==> config.mk <==
export PLATFORM = sky130hd
export DESIGN_NAME = seq_divider
export DESIGN_NICKNAME = d
export VERILOG_FILES = /design/src/rtl/seq_divider_pkg.sv /design/src/rtl/seq_divider.sv
export SDC_FILE = /design/constraint.sdc
export NUM_CORES = 1
export LEC_CHECK = 0
export CORE_MARGIN = 1
export CORE_UTILIZATION = 50
export CTS_BUF_LIST = sky130_fd_sc_hd__clkbuf_4
export DETAILED_ROUTE_END_ITERATION = 8
export PLACE_DENSITY = 0.86
export RECOVER_POWER = 50
export SLEW_MARGIN = 5
export SYNTH_ARGS = -nofsm -noshare
export SYNTH_HDL_FRONTEND = slang
export SYNTH_SLANG_ARGS = --single-unit
==> constraint.sdc <==
create_clock -name i_Clk -period 2.36 [get_ports i_Clk]
set_input_delay 0.236 -clock i_Clk [delete_from_list [all_inputs] [get_ports i_Clk]]
set_output_delay 0.236 -clock i_Clk [all_outputs]
set_load 0.02 [all_outputs]
==> src/rtl/seq_divider_pkg.sv <==
// Shared definitions for the sequential arithmetic blocks.
// It holds the FSM state encoding and a counter-width helper.
package Divider_Defs;

  typedef enum logic [1:0] {
    ST_IDLE = 2'd0,
    ST_RUN  = 2'd1,
    ST_DONE = 2'd2
  } div_state_e;

  // Width of a down-counter that must hold the value n-1 (at least one bit)
  function automatic int cnt_width(input int n);
    return (n > 1) ? $clog2(n) : 1;
  endfunction

endpackage

==> src/rtl/seq_divider.sv <==
// Unsigned restoring divider that produces one quotient bit per clock, MSB first.
// A zero divisor skips the iteration and reports an all-ones quotient with a flag.
module seq_divider
  import Divider_Defs::*;
#(
  parameter int g_Width     = 12,
  parameter int g_Div_Width = 8
) (
  input  logic                   i_Clk,
  input  logic                   i_Rst,
  input  logic                   i_Start,
  input  logic [g_Width-1:0]     i_Dividend,
  input  logic [g_Div_Width-1:0] i_Divisor,
  output logic                   o_Ready,
  output logic                   o_Valid,
  output logic [g_Width-1:0]     o_Quotient,
  output logic [g_Div_Width-1:0] o_Remainder,
  output logic                   o_Div_By_Zero
);

  localparam int               CNT_W    = cnt_width(g_Width);
  localparam logic [CNT_W-1:0] CNT_LOAD = CNT_W'(g_Width - 1);

  div_state_e             state;
  div_state_e             state_next;
  logic [CNT_W-1:0]       count;
  // Dividend bits leave at the top while quotient bits enter at the bottom
  logic [g_Width-1:0]     work;
  logic [g_Div_Width-1:0] divisor;
  logic [g_Div_Width:0]   partial;

  logic [g_Div_Width+1:0] trial;
  logic                   step_bit;
  logic [g_Div_Width:0]   step_partial;
  logic [g_Width-1:0]     step_work;
  logic                   divisor_zero;

  assign divisor_zero = (i_Divisor == '0);

  // One restoring step: a clear borrow bit of the trial subtraction means partial >= divisor
  always_comb begin
    trial        = {partial, work[g_Width-1]} - {2'b00, divisor};
    step_bit     = ~trial[g_Div_Width+1];
    step_partial = step_bit ? trial[g_Div_Width:0]
                            : {partial[g_Div_Width-1:0], work[g_Width-1]};
    step_work    = {work[g_Width-2:0], step_bit};
  end

  // NOTE: clocked state uses non-blocking assignments so every register samples pre-edge values.
  always_ff @(posedge i_Clk) begin
    if (i_Rst) state <= ST_IDLE;
    else       state <= state_next;
  end

  // NOTE: the default assignment first keeps this combinational block from inferring a latch.
  always_comb begin
    state_next = state;
    unique case (state)
      ST_IDLE: if (i_Start) state_next = divisor_zero ? ST_DONE : ST_RUN;
      ST_RUN:  if (count == '0) state_next = ST_DONE;
      ST_DONE: state_next = ST_IDLE;
      default: state_next = ST_IDLE;
    endcase
  end

  always_comb begin
    o_Ready = (state == ST_IDLE);
    o_Valid = (state == ST_DONE);
  end

  always_ff @(posedge i_Clk) begin
    if (i_Rst) begin
      count         <= '0;
      work          <= '0;
      divisor       <= '0;
      partial       <= '0;
      o_Quotient    <= '0;
      o_Remainder   <= '0;
      o_Div_By_Zero <= 1'b0;
    end else begin
      unique case (state)
        ST_IDLE: begin
          if (i_Start) begin
            work    <= i_Dividend;
            divisor <= i_Divisor;
            partial <= '0;
            count   <= CNT_LOAD;
            if (divisor_zero) begin
              o_Quotient    <= '1;
              o_Remainder   <= i_Dividend[g_Div_Width-1:0];
              o_Div_By_Zero <= 1'b1;
            end
          end
        end
        ST_RUN: begin
          work    <= step_work;
          partial <= step_partial;
          if (count == '0) begin
            o_Quotient    <= step_work;
            o_Remainder   <= step_partial[g_Div_Width-1:0];
            o_Div_By_Zero <= 1'b0;
          end else begin
            count <= count - CNT_W'(1);
          end
        end
        default: ;
      endcase
    end
  end

endmodule

[Yosys cells after proc, flatten, opt, wreduce, memory -nomap -nowiden]
Cells that the tools add are included.
W data, S select, Z words.
Word-level totals
  register bits after elaboration: 56
  latch bits: 0
  memory bits (writable): 0
  memory bits (read-only): 0
  bits of input ports: 23
  output and inout port bits: 23
  word-level logic and storage cells: 50
  memories kept: 0
Cells by class
  $add $sub $neg: 2
  multiply operators: 0
  div/mod/pow operators: 0
  order comparisons: 0
  eq/ne operators: 6
  shift operators: 0
  multiplexer cells: 24
  bitwise logic cells: 1
  reductions and logical operators: 9
Operators by type and width (count)
  $mux W12: 4
  $pmux W12 S2: 2
  $mux W8: 3
  $mux W9: 2
  $pmux W9 S2: 1
  $pmux W8 S2: 1
  $sub A10 B8 Y10: 1
  $logic_not A8 Y1: 1
  $mux W4: 2
  $pmux W4 S2: 1
  $mux W2: 3
  $ne A2 B2 Y1 const B: 3
  $reduce_and A2 Y1: 3
  $logic_not A4 Y1: 1
  $pmux W2 S2: 1
  $reduce_and A4 Y1: 1
  $sub A4 B1 Y4 const B: 1
  $mux W1: 3
  $reduce_and A3 Y1: 1
  $eq A2 B1 Y1 const B: 1
  $eq A2 B2 Y1 const B: 1
  $logic_not A2 Y1: 1
  $ne A2 B1 Y1 const B: 1
  $pmux W1 S2: 1
  other kinds (2): 2

[Longest topological paths before layout]
Gate-level depths: netlist (run 1).
  depth after elaboration: 4
  mapped depth: 10
  gate-level depth less buffers: 10

[Worst setup path after synthesis (run 1)]
No wires, ideal clock.
  path type: register -> register
  from: register divisor[3]
  to: register work[0]
  library setup time: 0.128 ns
  data arrival time: 2.088 ns
  required time: 2.232 ns
  slack: 0.145 ns
  cell stages (with the launch flop): 10
  path buffers: 1
  clock period less this slack: 2.215 ns
  cell sequence: dfxtp_1 inv_1 ha_1 a21o_1 a21oi_1 a21boi_1 o211a_2 buf_4 a222oi_1 nor2_1
Between the ends
  cells in the longest elaborated chain, start to end: 3
RTL lines
  start: declaration: RTL line seq_divider.sv:29  | logic [g_Div_Width-1:0] divisor;
  start signal: assignment: RTL line seq_divider.sv:85  | divisor <= i_Divisor;
  $sub A10 B8 Y10: RTL line seq_divider.sv:42  | trial = {partial, work[g_Width-1]} - {2'b00, divisor};
  $not A1 Y1: RTL line seq_divider.sv:43  | step_bit = ~trial[g_Div_Width+1];
  $pmux W12 S2: RTL line seq_divider.sv:81  | unique case (state)
  end signal: assignment: RTL line seq_divider.sv:84  | work <= i_Dividend;
  end signal: assignment: RTL line seq_divider.sv:96  | work <= step_work;
  end: declaration: RTL line seq_divider.sv:28  | logic [g_Width-1:0] work;
No other way between the ends.
A chain may end at the register's enable or synchronous reset.

[Worst setup path after layout (run 1)]
  from: register divisor[1]
  to: register partial[3]
Between the ends
  cells in the longest elaborated chain, start to end: 3
RTL lines
  $sub A10 B8 Y10: RTL line seq_divider.sv:42
  $mux W9: RTL line seq_divider.sv:44  | step_partial = step_bit ? trial[g_Div_Width:0]
  $pmux W9 S2: RTL line seq_divider.sv:81
  end signal: assignment: RTL line seq_divider.sv:97  | partial <= step_partial;
  end: declaration: RTL line seq_divider.sv:30  | logic [g_Div_Width:0] partial;
No other way between the ends.

==> results of run 1 <==
-- area by class of cell --
type,instances,area [um^2]
clock buffers,5,37.5
clock inverters,3,21.3
fillers,479,1850
inverters,14,52.6
multi-input cells,269,1700
flip-flops and latches,56,1130
well taps,72,90.1
repair buffers,74,664
-- metrics by stage --
step                setup TNS [ns]  area (um^2)
global route               -0.0326         3690
floorplan                        0         2890
finish                           0         3690
global placement                 0         3490
detailed placement         -0.0216         3490
CTS                        -0.0301         3570
-- metal layers --
metal / global-route usage [%] / share of wire, % / up-vias / routed length (um)
li1: - / - / 1406 / -
met3: 3.88 / 5.4 / 24 / 405
met2: 41.2 / 48 / 115 / 3580
met5: 0 / 0 / - / 0
met1: 33.2 / 44 / 1336 / 3340
met4: 7.04 / 2.3 / 0 / 176
-- power by group through the flow --
| stage | Combinational [mW] | Sequential, mW | Clock [mW] |
|---|---|---|---|
| global placement | 1.14 | 1.14 | 0 |
| floorplan | 0.748 | 1.17 | 0 |
| detailed placement | 1.17 | 1.15 | 0 |
| CTS | 1.21 | 1.13 | 0.451 |
| global route | 1.50 | 1.14 | 0.496 |
| finish | 1.39 | 1.13 | 0.450 |
-- timing repair --
item / 4_1_cts / 5_1_grt
setup buffers: 2 / 5
resized for setup: 1 / 22
pin swaps: 0 / 13
setup endpoints to repair: 6 / 16
-- logic make-up (layout without fill, tap and decap cells) --
logic type,after synthesis,in the layout
AND/OR/NAND/NOR,153,153
AO/OA/AOI/OAI,93,93
flip-flops,56,56
buffers and inverters,36,96
adder cells (fa/ha/maj),11,11
XOR/XNOR,7,7
multiplexers,5,5
-- cells in the mapped netlist (6+ instances only) --
library cell	number	area share (%)
clkbuf_1	17	2.2
dfxtp_1	56	39
nor4_1	10	2.2
a311oi_1	11	3.3
a211oi_1	19	4.9
ha_1	10	4.3
nor3_1	6	1.0
a21oi_1	14	2.4
o21ai_0	19	3.3
nor2_1	36	4.7
inv_1	14	1.8
or3_1	6	1.3
nand2_1	76	9.9
-- state kept, by name, summed over array words and instances, names as in the netlist --
| register | cells |
|---|---|
| count | 4 |
| divisor | 8 |
| o_Div_By_Zero | 1 |
| o_Quotient | 12 |
| o_Remainder | 8 |
| partial | 9 |
| state | 2 |
| work | 12 |
-- worst max path at each step --
| stage | start | end | slack (ns) | depth (start not counted) |
|---|---|---|---|---|
| 2_1_floorplan | divisor[3] | work[0] | 0.14 | 9 |
| 3_3_place_gp | work[11] | o_Remainder[6] | 0.03 | 10 |
| 3_5_place_dp | work[11] | o_Remainder[6] | -0.02 | 10 |
| 4_1_cts | divisor[3] | partial[5] | -0.02 | 9 |
| 5_1_grt | work[11] | o_Remainder[6] | -0.02 | 10 |
| 6_report | divisor[1] | partial[3] | 0.07 | 10 |
-- critical path, stage by stage (launching register included) --
cell,delay [ns]
dfxtp_2,0.36
inv_1,0.07
ha_1,0.31
nor2b_1,0.15
o2111ai_2,0.29
a21o_1,0.27
o211a_4,0.23
buf_4,0.15
buf_4,0.11
mux2i_1,0.15
o21ai_0,0.08
==> impl_metrics.ini, run 1 <==
[run_status]
status = finished, final reports clean

[detailed_routing]
drc = 0
via_per_inst = 5.84
wl_per_cell_um = 15.2
wirelength_mm = 7.50
vias = 2881
first_pass_iters = 5
drt_first_iter_violations = 256
drt.antenna.violating_nets = 0

[critical_path]
critPathArrivalTime_ns = 2.58
end_kind = register
reg2reg_to = partial[3]
criticalPathCategory = reg2reg
rr_startpoint = divisor[1]
cp.required_ns = 2.65
rrSetupSlack_ns = 0.07
r2r_cells = 10
start_kind = register
path_max_fanout = 6

[timing]
min_period_ns = 2.29
skew_ns = 0.00873
worstMarginPinSlew_ns = 0.776
hold_slack_ns = 0.398
finalMaxSlewViolations = 0
fin_ws_ns = 0.0703
hold_violations = 0
fin_crit_sh_pct = 97.0
setup_viol = 0
max_freq_ghz = 0.437
max_slew_margin_pct = 48.2

[layout]
nets = 454
utilization_pct = 66.7
layout_commonest_cell = nand2_1
drive_gt1_share_pct = 14.0
antenna-diode-count = 0
synthToLayoutAreaGrowth_pct = 28.1
fin_cells = 493
final_cell_mix = nand2_1, dfxtp_1, nor2_1

[logic_synthesis]
synth_cells = 361
yosysSeqAreaShare_pct = 38.9
synthArstFlopShare_pct = 0
netlist_area_um2 = 2890
synth-compound-area-share_pct = 23.5
synthXorXnorAreaFrac_pct = 2.12
synthMuxAreaShare_pct = 1.73
ys_warn_count = 0
synthAdderAreaFrac_pct = 5.03
yosys.cell_types.count = 50
synth_edf_count = 0
ys_ff_latch = 56
syn_nets = 395
synth_ff_type = dfxtp_1
syn_area_per_cell_um2 = 7.99
synthSimpleGateAreaFrac_pct = 23.5
synth_top_family_by_area = simple AND/OR/NAND/NOR gates

[power_and_ir_drop]
p_per_area_nw_per_um2 = 803
sw_frac_of_total_pct = 38.8
p_leak_nw = 1.45
clkPwrFrac_pct = 15.2
vdd_drop_max_v = 0.000486
p_int_mw = 1.82
p_total_mw = 2.97
comb_power_share_pct = 46.8
p_seq_share_pct = 38.1
p_switching_mw = 1.15

[run]
maxCapViolCount = 0

[clocking]
root_buffer = clkbuf_4
clkSinkCount = 56
htree_levels = 2
insertion_delay_ns = 0.40
cts_tree = done
cts_buffers = 5
path_clk_slew_ns = 0.17
clockBufferDepth = 2
hold_buffers = 0

[worst_hold_path]
hold_path_class = in2reg
holdPathEnd = divisor[2]
whs_path_depth = 3
min_from = i_Divisor[2]

[place]
pre_cts_ws_ns = -0.0216
dpl.hpwl_mm = 5.18
numPortBuffers = 45
routabilityCongestion = 0.897
placed_cells = 478

[floorplan]
ios = 46
core-area_um2 = 5540
die_area_um2 = 6080
start_util_pct = 52.1
row_count = 27
die_w_um = 78.0
die_h_um = 78.0

[global_routing]
grt_overflow = 0
grt_max_degree = 50
grt_antenna_before_repair = 0
track_usage_pct = 24.8
grt_pass1_vias = 2510
grt_pass1_wl_mm = 11.9
Note: power is estimated with default switching activity, not from simulation.
==> run 2: changes to the inputs <==
--- a/config.mk
+++ b/config.mk
@@ -6,10 +6,10 @@
 export NUM_CORES = 1
 export LEC_CHECK = 0
 export CORE_MARGIN = 1
-export CORE_UTILIZATION = 50
-export CTS_BUF_LIST = sky130_fd_sc_hd__clkbuf_4
+export CORE_UTILIZATION = 48
+export CTS_CLUSTER_SIZE = 14
 export DETAILED_ROUTE_END_ITERATION = 8
-export PLACE_DENSITY = 0.86
+export PLACE_DENSITY = 0.84
 export RECOVER_POWER = 50
 export SLEW_MARGIN = 5
 export SYNTH_ARGS = -nofsm -noshare
==> impl_metrics.ini, run 2 (synthesis results as in run 1) <==
[detailed_routing]
wl_per_cell_um = 15.9
first_pass_iters = 4
drt_first_iter_violations = 179
vias = 2884
wirelength_mm = 7.89
drt.antenna.violating_nets = 0
via_per_inst = 5.80
drc = 0

[clocking]
root_buffer = clkbuf_8
path_clk_slew_ns = 0.10
clockBufferDepth = 2
cts_tree = done
cts_buffers = 5
clkSinkCount = 56
insertion_delay_ns = 0.32
htree_levels = 2

[place]
placed_cells = 477
numPortBuffers = 45
routabilityCongestion = 0.900
dpl.hpwl_mm = 5.31
place_area_um2 = 3500

[layout]
final.fill_count = 461
layout_commonest_cell = nand2_1
fin_cells = 497
synthToLayoutAreaGrowth_pct = 31.7
final_cell_mix = nand2_1, dfxtp_1, nor2_1
final_area_um2 = 3800
antenna-diode-count = 0
drive_gt1_share_pct = 15.3
nets = 458
reg_top3 = o_Quotient x12, work x12, partial x9

[timing]
fin_crit_sh_pct = 99.2
min_period_ns = 2.34
finalMaxSlewViolations = 0
max_slew_margin_pct = 66.0
skew_ns = 0.00606
tns_ns = 0
max_freq_ghz = 0.427
worstMarginPinSlew_ns = 0.510
hold_violations = 0
setup_viol = 0
hold_slack_ns = 0.462

[global_routing]
grt_antenna_before_repair = 0
grt_overflow = 0
grt_max_degree = 50
track_usage_pct = 24.6
grt_pass1_wl_mm = 12.1
grt_pass1_vias = 2570

[floorplan]
core-area_um2 = 5640
die_area_um2 = 6330
die_h_um = 79.5
start_util_pct = 51.1
row_count = 27
die_w_um = 79.5
ios = 46

[power_and_ir_drop]
p_total_mw = 3.24
p_int_mw = 2.06
p_switching_mw = 1.18
vdd_drop_max_v = 0.000400
p_seq_share_pct = 34.8
p_per_area_nw_per_um2 = 853
sw_frac_of_total_pct = 36.5
comb_power_share_pct = 44.9
p_leak_nw = 1.50
clkPwrFrac_pct = 20.3

[run]
maxCapViolCount = 0

[critical_path]
criticalPathCategory = reg2reg
start_kind = register
end_kind = register
critPathArrivalTime_ns = 2.61
path_max_fanout = 5
cp.required_ns = 2.63

[worst_hold_path]
hold_path_class = reg2reg

[run_status]
status = finished, final reports clean
## run 2: worst max-delay path: stages, from the launching register on
cell      delay [ns]
dfxtp_1         0.34
inv_1           0.05
ha_2            0.32
a21o_1          0.22
a21oi_4         0.18
a21o_1          0.28
o211ai_4        0.13
buf_4           0.15
a211oi_1        0.37
o221a_2         0.25
## run 2: final cells by class
type | count | area, um^2 | area share (%)
Timing Repair Buffer | 78 | 704 | 18.5
Sequential cell | 56 | 1130 | 29.6
Clock inverter | 2 | 38.8 | 1.02
Tap cell | 72 | 90.1 | 2.37
Multi-Input combinational cell | 269 | 1720 | 45.2
Clock buffer | 6 | 72.6 | 1.91
Inverter | 14 | 52.6 | 1.38
## run 2: final timing paths
| path | slack, ns | cells after the start | start | to |
|---|---|---|---|---|
| hold reg to reg | 0.46 | 2 | divisor[4] | divisor[4] |
| setup reg to reg | 0.02 | 9 | divisor[3] | o_Remainder[0] |
| setup / recovery | 0.02 | 9 | divisor[3] | o_Remainder[0] |
| hold / removal | 0.46 | 2 | divisor[4] | divisor[4] |
## run 2: power groups by stage
| stage | registers, mW | clock network [mW] | logic [mW] |
|---|---|---|---|
| floorplan | 1.17 | 0 | 0.748 |
| global placement | 1.14 | 0 | 1.14 |
| detailed placement | 1.14 | 0 | 1.17 |
| CTS | 1.12 | 0.656 | 1.25 |
| global route | 1.14 | 0.700 | 1.55 |
| finish | 1.13 | 0.656 | 1.46 |
## run 2: metrics by stage
step                      setup WS (ns)  utilization [%]
after floorplan                   0.145                -
after global placement          0.00962             62.0
after detailed placement        -0.0369             62.0
after CTS                        0.0210             64.8
after global routing            -0.0455             67.4
final                            0.0193             67.4
## run 2: timing repair
item                       in CTS  in global routing
resized for setup               5                 21
buffers inserted                2                 10
hold buffers                    0                  0
setup endpoints to repair      11                 15
pin swaps                       0                 13
## run 2: metal layers
metal / GRT usage (%) / up-vias / share of wire, %
li1: - / 1407 / -
met1: 32.3 / 1351 / 43
met2: 39.9 / 107 / 48
met3: 3.89 / 19 / 6.1
met4: 10.2 / 0 / 2.8
met5: 0 / - / 0
